**config.mk**
```make
export PLATFORM = sky130hd
export DESIGN_NAME = mult_pipe_ctrl
export DESIGN_NICKNAME = d
export VERILOG_FILES = /design/src/rtl/mult_pipe_ctrl.sv
export SDC_FILE = /design/constraint.sdc
export NUM_CORES = 1
export LEC_CHECK = 0
export ABC_AREA = 1
export CORE_UTILIZATION = 53
export DETAILED_ROUTE_END_ITERATION = 7
export HOLD_SLACK_MARGIN = 0.02
export PLACE_DENSITY = 0.82
export RECOVER_POWER = 25
export SYNTH_ARGS = -nofsm -noshare
export SYNTH_HDL_FRONTEND = slang
export SYNTH_SLANG_ARGS = --single-unit
```
**constraint.sdc**
```tcl
create_clock -name clk_i -period 2.4 [get_ports clk_i]
set_input_delay 0.36 -clock clk_i [delete_from_list [all_inputs] [get_ports clk_i]]
set_output_delay 0.36 -clock clk_i [all_outputs]
set_load 0.005 [all_outputs]
```
**src/rtl/mult_pipe_ctrl.sv**
```systemverilog
// mult_pipe_ctrl
//   Sequencer for the multi-cycle integer multiply pipeline. Tracks the valid
//   bit and destination register of every in-flight multiply, drives the
//   per-stage latch enables, flags RAW/WAW hazards back to decode and
//   arbitrates the shared integer writeback port (mult has fixed priority
//   because the mult pipe has no stall path).
//
// Ports
//   clk_i, rst_i              clock, synchronous active-high reset
//   kill_i                    flush: drops every in-flight op and any same-cycle issue
//   issue_valid_i/_rd_i       multiply issue from decode
//   issue_ready_o             issue accepted this cycle
//   dec_valid_i/_rs1/_rs2/_rd instruction in decode to be hazard-checked
//   hazard_o                  decode must stall
//   stage_valid_o             per-stage live bit (latch enable)
//   inflight_cnt_o            popcount of stage_valid_o
//   mult_wb_valid_o/_rd_o     mult writeback this cycle
//   alu_wb_valid_i            ALU requests writeback port
//   alu_wb_ready_o            ALU may write this cycle
//   wb_sel_o                  writeback mux select (1 = mult, 0 = ALU)

module mult_pipe_ctrl #(
    parameter int unsigned STAGES = 5
) (
    input  logic              clk_i,
    input  logic              rst_i,
    input  logic              kill_i,
    input  logic              issue_valid_i,
    input  logic [4:0]        issue_rd_i,
    output logic              issue_ready_o,
    input  logic              dec_valid_i,
    input  logic [4:0]        dec_rs1_i,
    input  logic [4:0]        dec_rs2_i,
    input  logic [4:0]        dec_rd_i,
    output logic              hazard_o,
    output logic [STAGES-1:0] stage_valid_o,
    output logic [3:0]        inflight_cnt_o,
    output logic              mult_wb_valid_o,
    output logic [4:0]        mult_wb_rd_o,
    input  logic              alu_wb_valid_i,
    output logic              alu_wb_ready_o,
    output logic              wb_sel_o
);

    logic [STAGES-1:0] v_q, v_d;
    logic [4:0]        rd_q [STAGES];
    logic [4:0]        rd_d [STAGES];
    logic              issue_accept;
    logic              hit;
    logic [3:0]        cnt;

    // True when a non-zero live rd matches any operand of the decode instruction.
    function automatic logic rd_match(input logic [4:0] rd,
                                      input logic [4:0] rs1,
                                      input logic [4:0] rs2,
                                      input logic [4:0] drd);
        return (rd != 5'd0) && ((rd == rs1) || (rd == rs2) || (rd == drd));
    endfunction

    assign issue_ready_o = !rst_i && !kill_i;
    assign issue_accept  = issue_valid_i && issue_ready_o;

    // Shift register: no stall path, so every stage advances every cycle.
    always_comb begin
        v_d = '0;
        for (int unsigned k = 0; k < STAGES; k++) begin
            rd_d[k] = '0;
        end
        if (!kill_i) begin
            v_d[0]  = issue_accept;
            rd_d[0] = issue_accept ? issue_rd_i : 5'd0;
            for (int unsigned k = 1; k < STAGES; k++) begin
                v_d[k]  = v_q[k-1];
                rd_d[k] = rd_q[k-1];
            end
        end
    end

    always_ff @(posedge clk_i) begin
        if (rst_i) begin
            v_q <= '0;
            for (int unsigned k = 0; k < STAGES; k++) begin
                rd_q[k] <= '0;
            end
        end else begin
            v_q <= v_d;
            for (int unsigned k = 0; k < STAGES; k++) begin
                rd_q[k] <= rd_d[k];
            end
        end
    end

    assign stage_valid_o = v_q;

    // Writeback: the last stage is gated by kill in the same cycle.
    assign mult_wb_valid_o = v_q[STAGES-1] && !kill_i;
    assign mult_wb_rd_o    = mult_wb_valid_o ? rd_q[STAGES-1] : 5'd0;
    assign wb_sel_o        = mult_wb_valid_o;
    assign alu_wb_ready_o  = !rst_i && !mult_wb_valid_o;

    // Hazard: every live stage (including the retiring one, no bypass) plus
    // the op being accepted into stage 0 this cycle.
    always_comb begin
        hit = 1'b0;
        for (int unsigned k = 0; k < STAGES; k++) begin
            if (v_q[k] && rd_match(rd_q[k], dec_rs1_i, dec_rs2_i, dec_rd_i)) begin
                hit = 1'b1;
            end
        end
        if (issue_accept && rd_match(issue_rd_i, dec_rs1_i, dec_rs2_i, dec_rd_i)) begin
            hit = 1'b1;
        end
    end

    assign hazard_o = dec_valid_i && hit;

    always_comb begin
        cnt = '0;
        for (int unsigned k = 0; k < STAGES; k++) begin
            cnt = cnt + {3'd0, v_q[k]};
        end
    end

    assign inflight_cnt_o = cnt;

endmodule
```
* Word-level counts from Yosys, hierarchy flattened
Memory sizes are Yosys's and may differ from the RTL's. Cells that the tools add are included. W data, S select, Z words.
Word-level totals: register bits 5, latch bits 0, RAM bits 25, memory bits (read-only) 0, input port bits 26, output and inout bits 19, word-level logic and storage cells 85, memories 1
Memory list:
- rd_q | depth 5, bits a word 5, read ports 5, clocked after memory_dff 0, write ports 5, line 46 | logic [4:0] rd_q [STAGES];
Cells by class: add/sub/neg operators 4, $mul 0, div/mod/pow operators 0, $lt $le $gt $ge 0, eq/ne operators 18, shift-type cells 0, mux-type cells 17, bitwise logic cells 5, reductions and logical operators 39
Operators by type and width (count):
- $eq A5 B5 Y1 | 18
- $mux W5 | 7
- $reduce_bool A5 Y1 | 6
- $mux W25 | 1
- $logic_and A1 B1 Y1 | 17
- $logic_or A1 B1 Y1 | 12
- $mux W1 | 9
- $or A1 B1 Y1 | 5
- $add A3 B1 Y4 | 1
- $add A4 B1 Y4 | 1
- $add A2 B1 Y3 | 1
- $logic_not A1 Y1 | 3
- $add A1 B1 Y2 | 1
- $reduce_or A2 Y1 | 1

* Logic depth before layout (Yosys ltp)
depth in word-level cells 12, depth in mapped cells 11

* Worst setup path before layout
OpenSTA, ideal clock, no wires.
path kind register to output, start point register v_q[0], in the netlist stage_valid_o[0], end point output port inflight_cnt_o[1], arrival time 1.489 ns, required time 2.040 ns, setup slack 0.551 ns, cell stages (with the launch flop) 4, cells stage by stage dfxtp_1 > fa_1 > fa_1 > ha_1
On the way: longest elaborated chain between the ends 4
Ends and longest elaborated chain:
- start: declaration | line 45 | logic [STAGES-1:0] v_q, v_d;
- start signal: assignment | line 86 | v_q <= v_d;
- $add A1 B1 Y2 | line 120 | cnt = cnt + {3'd0, v_q[k]};
- $add A2 B1 Y3 | line 120
- $add A3 B1 Y4 | line 120
- $add A4 B1 Y4 | line 120
- end: declaration | line 37 | output logic [3:0] inflight_cnt_o,
No other way between the ends.

* Worst setup path after layout
start point register v_q[0], in the netlist stage_valid_o[0], end point output port inflight_cnt_o[2]
The elaborated chain is that of the path after synthesis.

==> out/qor.txt <==
Skew final -> 0.00291 ns
Port-buffer cells -> 42
Max-capacitance violation count -> 0
Final setup violation count -> 0
Pin count of the biggest net entering global routing -> 25
Hold Path Class -> reg2reg
WP data arrival -> 1.98 ns
Endpoint class of the critical path -> output port
Met2 Resource Use GR -> 47.8%
PD cells -> 416 nW/um2
WL/cell -> 12.7 um
Busiest grt layer -> met2
Drt total wl -> 6.61 mm
Area grow syn2layout -> 26.8%
Total die area -> 4960 um2
Fillers -> 365
Minimum clock period -> 2.34 ns
Critical path peak fanout -> 2
Layout cells sized above 1 -> 14.7%
Clock network power share -> 39.5%
# nets final -> 498
Final hold viol count -> 0
Final period utilization -> 97.4%
Worst slew pin tran -> 1.18 ns
Multi-input logic area -> 1470 um2
Sequential power share -> 38.7%
Grt total ovfl -> 0
Total power -> 1310 uW
Row Count -> 24
Via density -> 4.90
Io pins -> 45
Drt first pass iters -> 5
H-Tree Depth -> 2
Cell internal pwr -> 949 uW
Post-synth net total -> 436
All-Layer GR Usage -> 28.7%
Psw -> 362 uW
Initial Utilization -> 56.2%
Leakage -> 0.00160 uW
Reg area -> 602 um2
Post-Syn Area -> 2480 um2
Sw frac -> 27.6%
CTS max path bufs -> 2
Initial DRC count -> 157
Initial antenna violation count -> 0
Cell variety after synth -> 22
Slew Limit Fails -> 0
GPL Wtd Cong -> 0.913
Routed vias -> 2,559
Placed Cells -> 511
Ys Warns -> 0
Fmax -> 0.428 GHz
Antenna Violating Nets Remaining -> 0
Clk root buf -> clkbuf_8
Worst vdd ir -> 0.345 mV
Hpwl dp -> 5.20 mm
# DRC -> 0
Vias in the first global route -> 2,396
Global-route wire length before repair -> 11.0 mm
CTS sink cnt -> 30
Die width -> 70.4 um
Core area -> 4410 um2
Setup CP Type -> reg2out
Final core utilization -> 71.3%
Flops & latches, synth -> 30
Clock buffer count from CTS -> 5
GR Util met1 -> 37.3%
Combinational share of power -> 21.8%
Worst Path Required -> 2.04 ns
Die Ht -> 70.4 um
Ant. Diodes -> 0
Clock transition at the registers of the reported paths -> 0.07 ns
Placed cell areas -> 3020 um2
CTS tree -> yes
Layout Cells excl Fill -> 522
Fraction of the yosys area taken by sequential cells -> 24.2%
Startpoint types -> flip-flop
Met3 Usage GRT -> 6.06%
Slew HR -> 21.6%
Final Instance Area -> 3150 um2
RSZ-0062 raised after global routing -> no
Post-synthesis area per instance -> 6.10 um2
Post-Syn Instances -> 407
Status -> finished, final reports clean
Clock Latency Late Sink -> 0.29 ns
[cell families after synthesis]
family                   synth area share, %
adder cells (fa/ha/maj)                 2.12
flip-flops                              24.2
other                                  0.151
buffers and inverters                   16.9
AO/OA/AOI/OAI                           1.92
AND/OR/NAND/NOR                         37.4
XOR/XNOR                                17.3
[cells in the mapped netlist]
cell,number,area share [%]
nor2_1,79,12
inv_4,2,0.50
buf_2,1,0.20
nor2_2,1,0.25
ha_1,1,0.50
nor4_1,1,0.25
nand4_1,5,1.3
buf_4,5,1.5
conb_1,1,0.15
a21oi_1,1,0.20
xnor2_1,18,6.4
buf_1,2,0.30
buf_6,12,5.4
inv_1,40,6.0
o21ai_0,5,1.0
inv_2,19,2.9
nand2_1,125,19
dfxtp_1,30,24
xor2_1,31,11
nand3_1,24,4.8
fa_1,2,1.6
a21oi_2,2,0.71
[stage by stage]
step / hold WS (ns) / setup slack (ns) / TNS [ns]
finish: 0.519 / 0.0636 / 0
global route: 0.543 / 0.00772 / 0
CTS: 0.509 / 0.00585 / 0
detailed placement: 0.500 / -0.261 / -0.261
global placement: 0.498 / -0.221 / -0.221
floorplan: 0.459 / 0.551 / 0
[power by group through the flow]
stage               clock network [uW]  registers [uW]  logic [uW]
floorplan                            0             518         176
detailed placement                   0             519         278
finish                             518             508         285
global placement                     0             519         271
CTS                                528             507         284
global route                       554             508         312
[worst max-delay path: stages (launching register included)]
cell           delay [ns]
dfxtp_1              0.33
fa_1                 0.51
fa_2                 0.38
ha_1                 0.21
dlygate4sd2_1        0.26
[cell usage in the layout, fill, tap and decap left out]
cell type / count
clkbuf_2: 1
a21oi_1: 1
bufinv_16: 1
ha_1: 1
buf_6: 1
dlygate4sd2_1: 3
fa_2: 1
inv_4: 2
nand2_1: 125
dlygate4sd3_1: 1
conb_1: 1
o21ai_0: 5
inv_1: 40
a21oi_2: 2
dfxtp_1: 29
dfxtp_2: 1
nand3_1: 24
buf_12: 1
clkbuf_4: 1
xnor2_1: 18
nor2_1: 77
clkbuf_1: 2
nor4_1: 1
clkinvlp_4: 2
nand4_1: 5
fa_1: 1
clkbuf_8: 5
inv_2: 19
buf_4: 28
clkdlybuf4s50_1: 36
buf_2: 1
xor2_1: 31
nor2_2: 3
[final timing paths]
kind | start | endpoint | slack (ns) | cells after the start
hold / removal | stage_valid_o[2] | stage_valid_o[3] | 0.52 | 2
setup / recovery | stage_valid_o[0] | inflight_cnt_o[2] | 0.06 | 4
hold reg to reg | stage_valid_o[2] | stage_valid_o[3] | 0.52 | 2
setup reg to reg | rd_q[0][1] | rd_q[0][6] | 1.66 | 2
[state kept, by name (all words and copies together), names as in the netlist]
signal / flops
rd_q: 25
stage_valid_o: 5
[final cells by class]
class	count	area share, %
tap	52	2.07
timing repair buffer	75	21.1
clock inverter	3	1.43
clock buffer	5	2.19
multi-input combinational	296	46.7
inverter	61	7.43
sequential	30	19.1
[repair_timing]
action                     4_1_cts  5_1_grt
hold buffers                     0        0
setup buffers                    3        0
resized for setup               14        4
setup endpoints to repair        4        2
pin swaps                        4        2
[routing by layer]
layer	wire length [um]	up-vias
met1	2860	1141
met3	452	11
met5	0	-
met4	109	0
met2	3190	90
li1	-	1317
(Power assumes the default switching activity.)
==> edit, RTL diff (same flow settings) <==
Change the parameter `STAGES` from 5 to 6.
--- a/src/rtl/mult_pipe_ctrl.sv
+++ b/src/rtl/mult_pipe_ctrl.sv
@@ -21,5 +21,5 @@
 
 module mult_pipe_ctrl #(
-    parameter int unsigned STAGES = 5
+    parameter int unsigned STAGES = 6
 ) (
     input  logic              clk_i,
Ports: changed (resized stage_valid_o); port bits go from 45 to 46. No check against the original RTL was run, so the function may have changed too.
==> edit against the original RTL <==
Clock skew increased by 2.1 ps; largest cell class unchanged; total power increased by 5.5%; cell count increased by 24%; routed wire length increased by 27%; critical endpoint is now inflight_cnt_o[1]; design area increased by 17%; sequential cell count increased by 6; area after synthesis increased by 16%; setup slack got worse by 560 ps; the run now ends with setup timing left.
==> edit: results <==
set metrics [dict create \
    status "complete, but fails checks" \
    violations "setup timing" \
    grt_pass1_vias 2768 \
    skew_ps 5.06 \
    gp_congestion 0.941 \
    viasPerCell 4.91 \
    initialDrtViolationCount 224 \
    grt_usage_pct 30.8 \
    synth_fp_nets 530 \
    largest_reg_flops 30 \
    ys_seq_area_share_pct 25.1 \
    dp_hpwl_um 6780 \
    wl_per_cell_um 13.0 \
    ir_drop_v 0.000372 \
    grt_pass1_wl_um 12900 \
    setup_viol 3 \
    synth_top_area_cell "dfxtp_1" \
    nFillCells 476 \
    leakagePower_nw 1.95 \
    place_area_um2 3590 \
    worstMarginPinSlew_ps 628 \
    fin_ws_ps -501 \
    post_synth_most_frequent_cells "nand2_1 (176), nor2_1 (96), inv_1 (72)" \
    io_buffers 43 \
    dp_slack_ps -595 \
    nets 606 \
    rrSetupSlack_ps 1680 \
    timing.rr.start "rd_q[0][0]" \
    cp-endpoint "inflight_cnt_o[1]" \
]
[edit: layer usage]
layer	track usage, %	up-vias	routed length [um]
met2	52.9	141	3810
met1	40.6	1396	3770
met5	0	-	0
met4	7.20	0	117
met3	5.16	12	698
li1	-	1626	-
[edit: stage by stage]
step                      utilization (%)  setup TNS [ps]  instances
after floorplan                         -           -24.5        500
final                                71.4            -971        647
after CTS                            71.1           -1100        646
after detailed placement             69.3           -1490        638
after global routing                 71.4           -1100        647
after global placement               69.3           -1290        638
[edit: worst max-delay path, cell delays in order, from the launching register on]
cell and delay [ps]:
dfxtp_2 340, fa_1 550, inv_1 60, fa_1 500, inv_2 50, ha_4 150
fa_1 490, buf_2 110
[edit: area by class of cell]
cell class	count	area [um^2]	share of cell area, %
Multi-Input combinational cell	371	1750	47.3
Timing Repair Buffer	89	773	20.9
Sequential cell	36	723	19.6
Inverter	73	274	7.42
Clock buffer	8	90.1	2.44
Tap cell	70	87.6	2.37
[edit: worst min path at each step]
stage                             to             start  slack [ps]
global route              rd_q[2][4]        rd_q[1][4]         530
finish                    rd_q[5][4]        rd_q[4][4]         510
global placement    stage_valid_o[3]  stage_valid_o[2]         490
detailed placement  stage_valid_o[3]  stage_valid_o[2]         500
floorplan           stage_valid_o[1]  stage_valid_o[0]         450
CTS                       rd_q[5][4]        rd_q[4][4]         510
[edit: what timing repair did]
| action | 4_1_cts | 5_1_grt |
|---|---|---|
| gates cloned | 0 | 0 |
| buffers inserted | 0 | 1 |
| hold buffers | 0 | 0 |
| gates resized for setup | 19 | 9 |
| setup endpoints to repair | 4 | 4 |
| pin swaps | 3 | 4 |
[edit: logic make-up after synthesis]
kind of cell | synth area share, %
buffers and inverters | 14.5
AND/OR/NAND/NOR | 42.2
adder cells (fa/ha/maj) | 2.53
XOR/XNOR | 12.2
AO/OA/AOI/OAI | 3.27
other | 0.131
flip-flops | 25.1
[edit: where the power goes]
part	total, mW	internal (mW)	switching (mW)
Clock	0.452	0.234	0.218
Sequential	0.607	0.602	0.00579
Combinational	0.323	0.151	0.172
Total	1.38	0.987	0.396
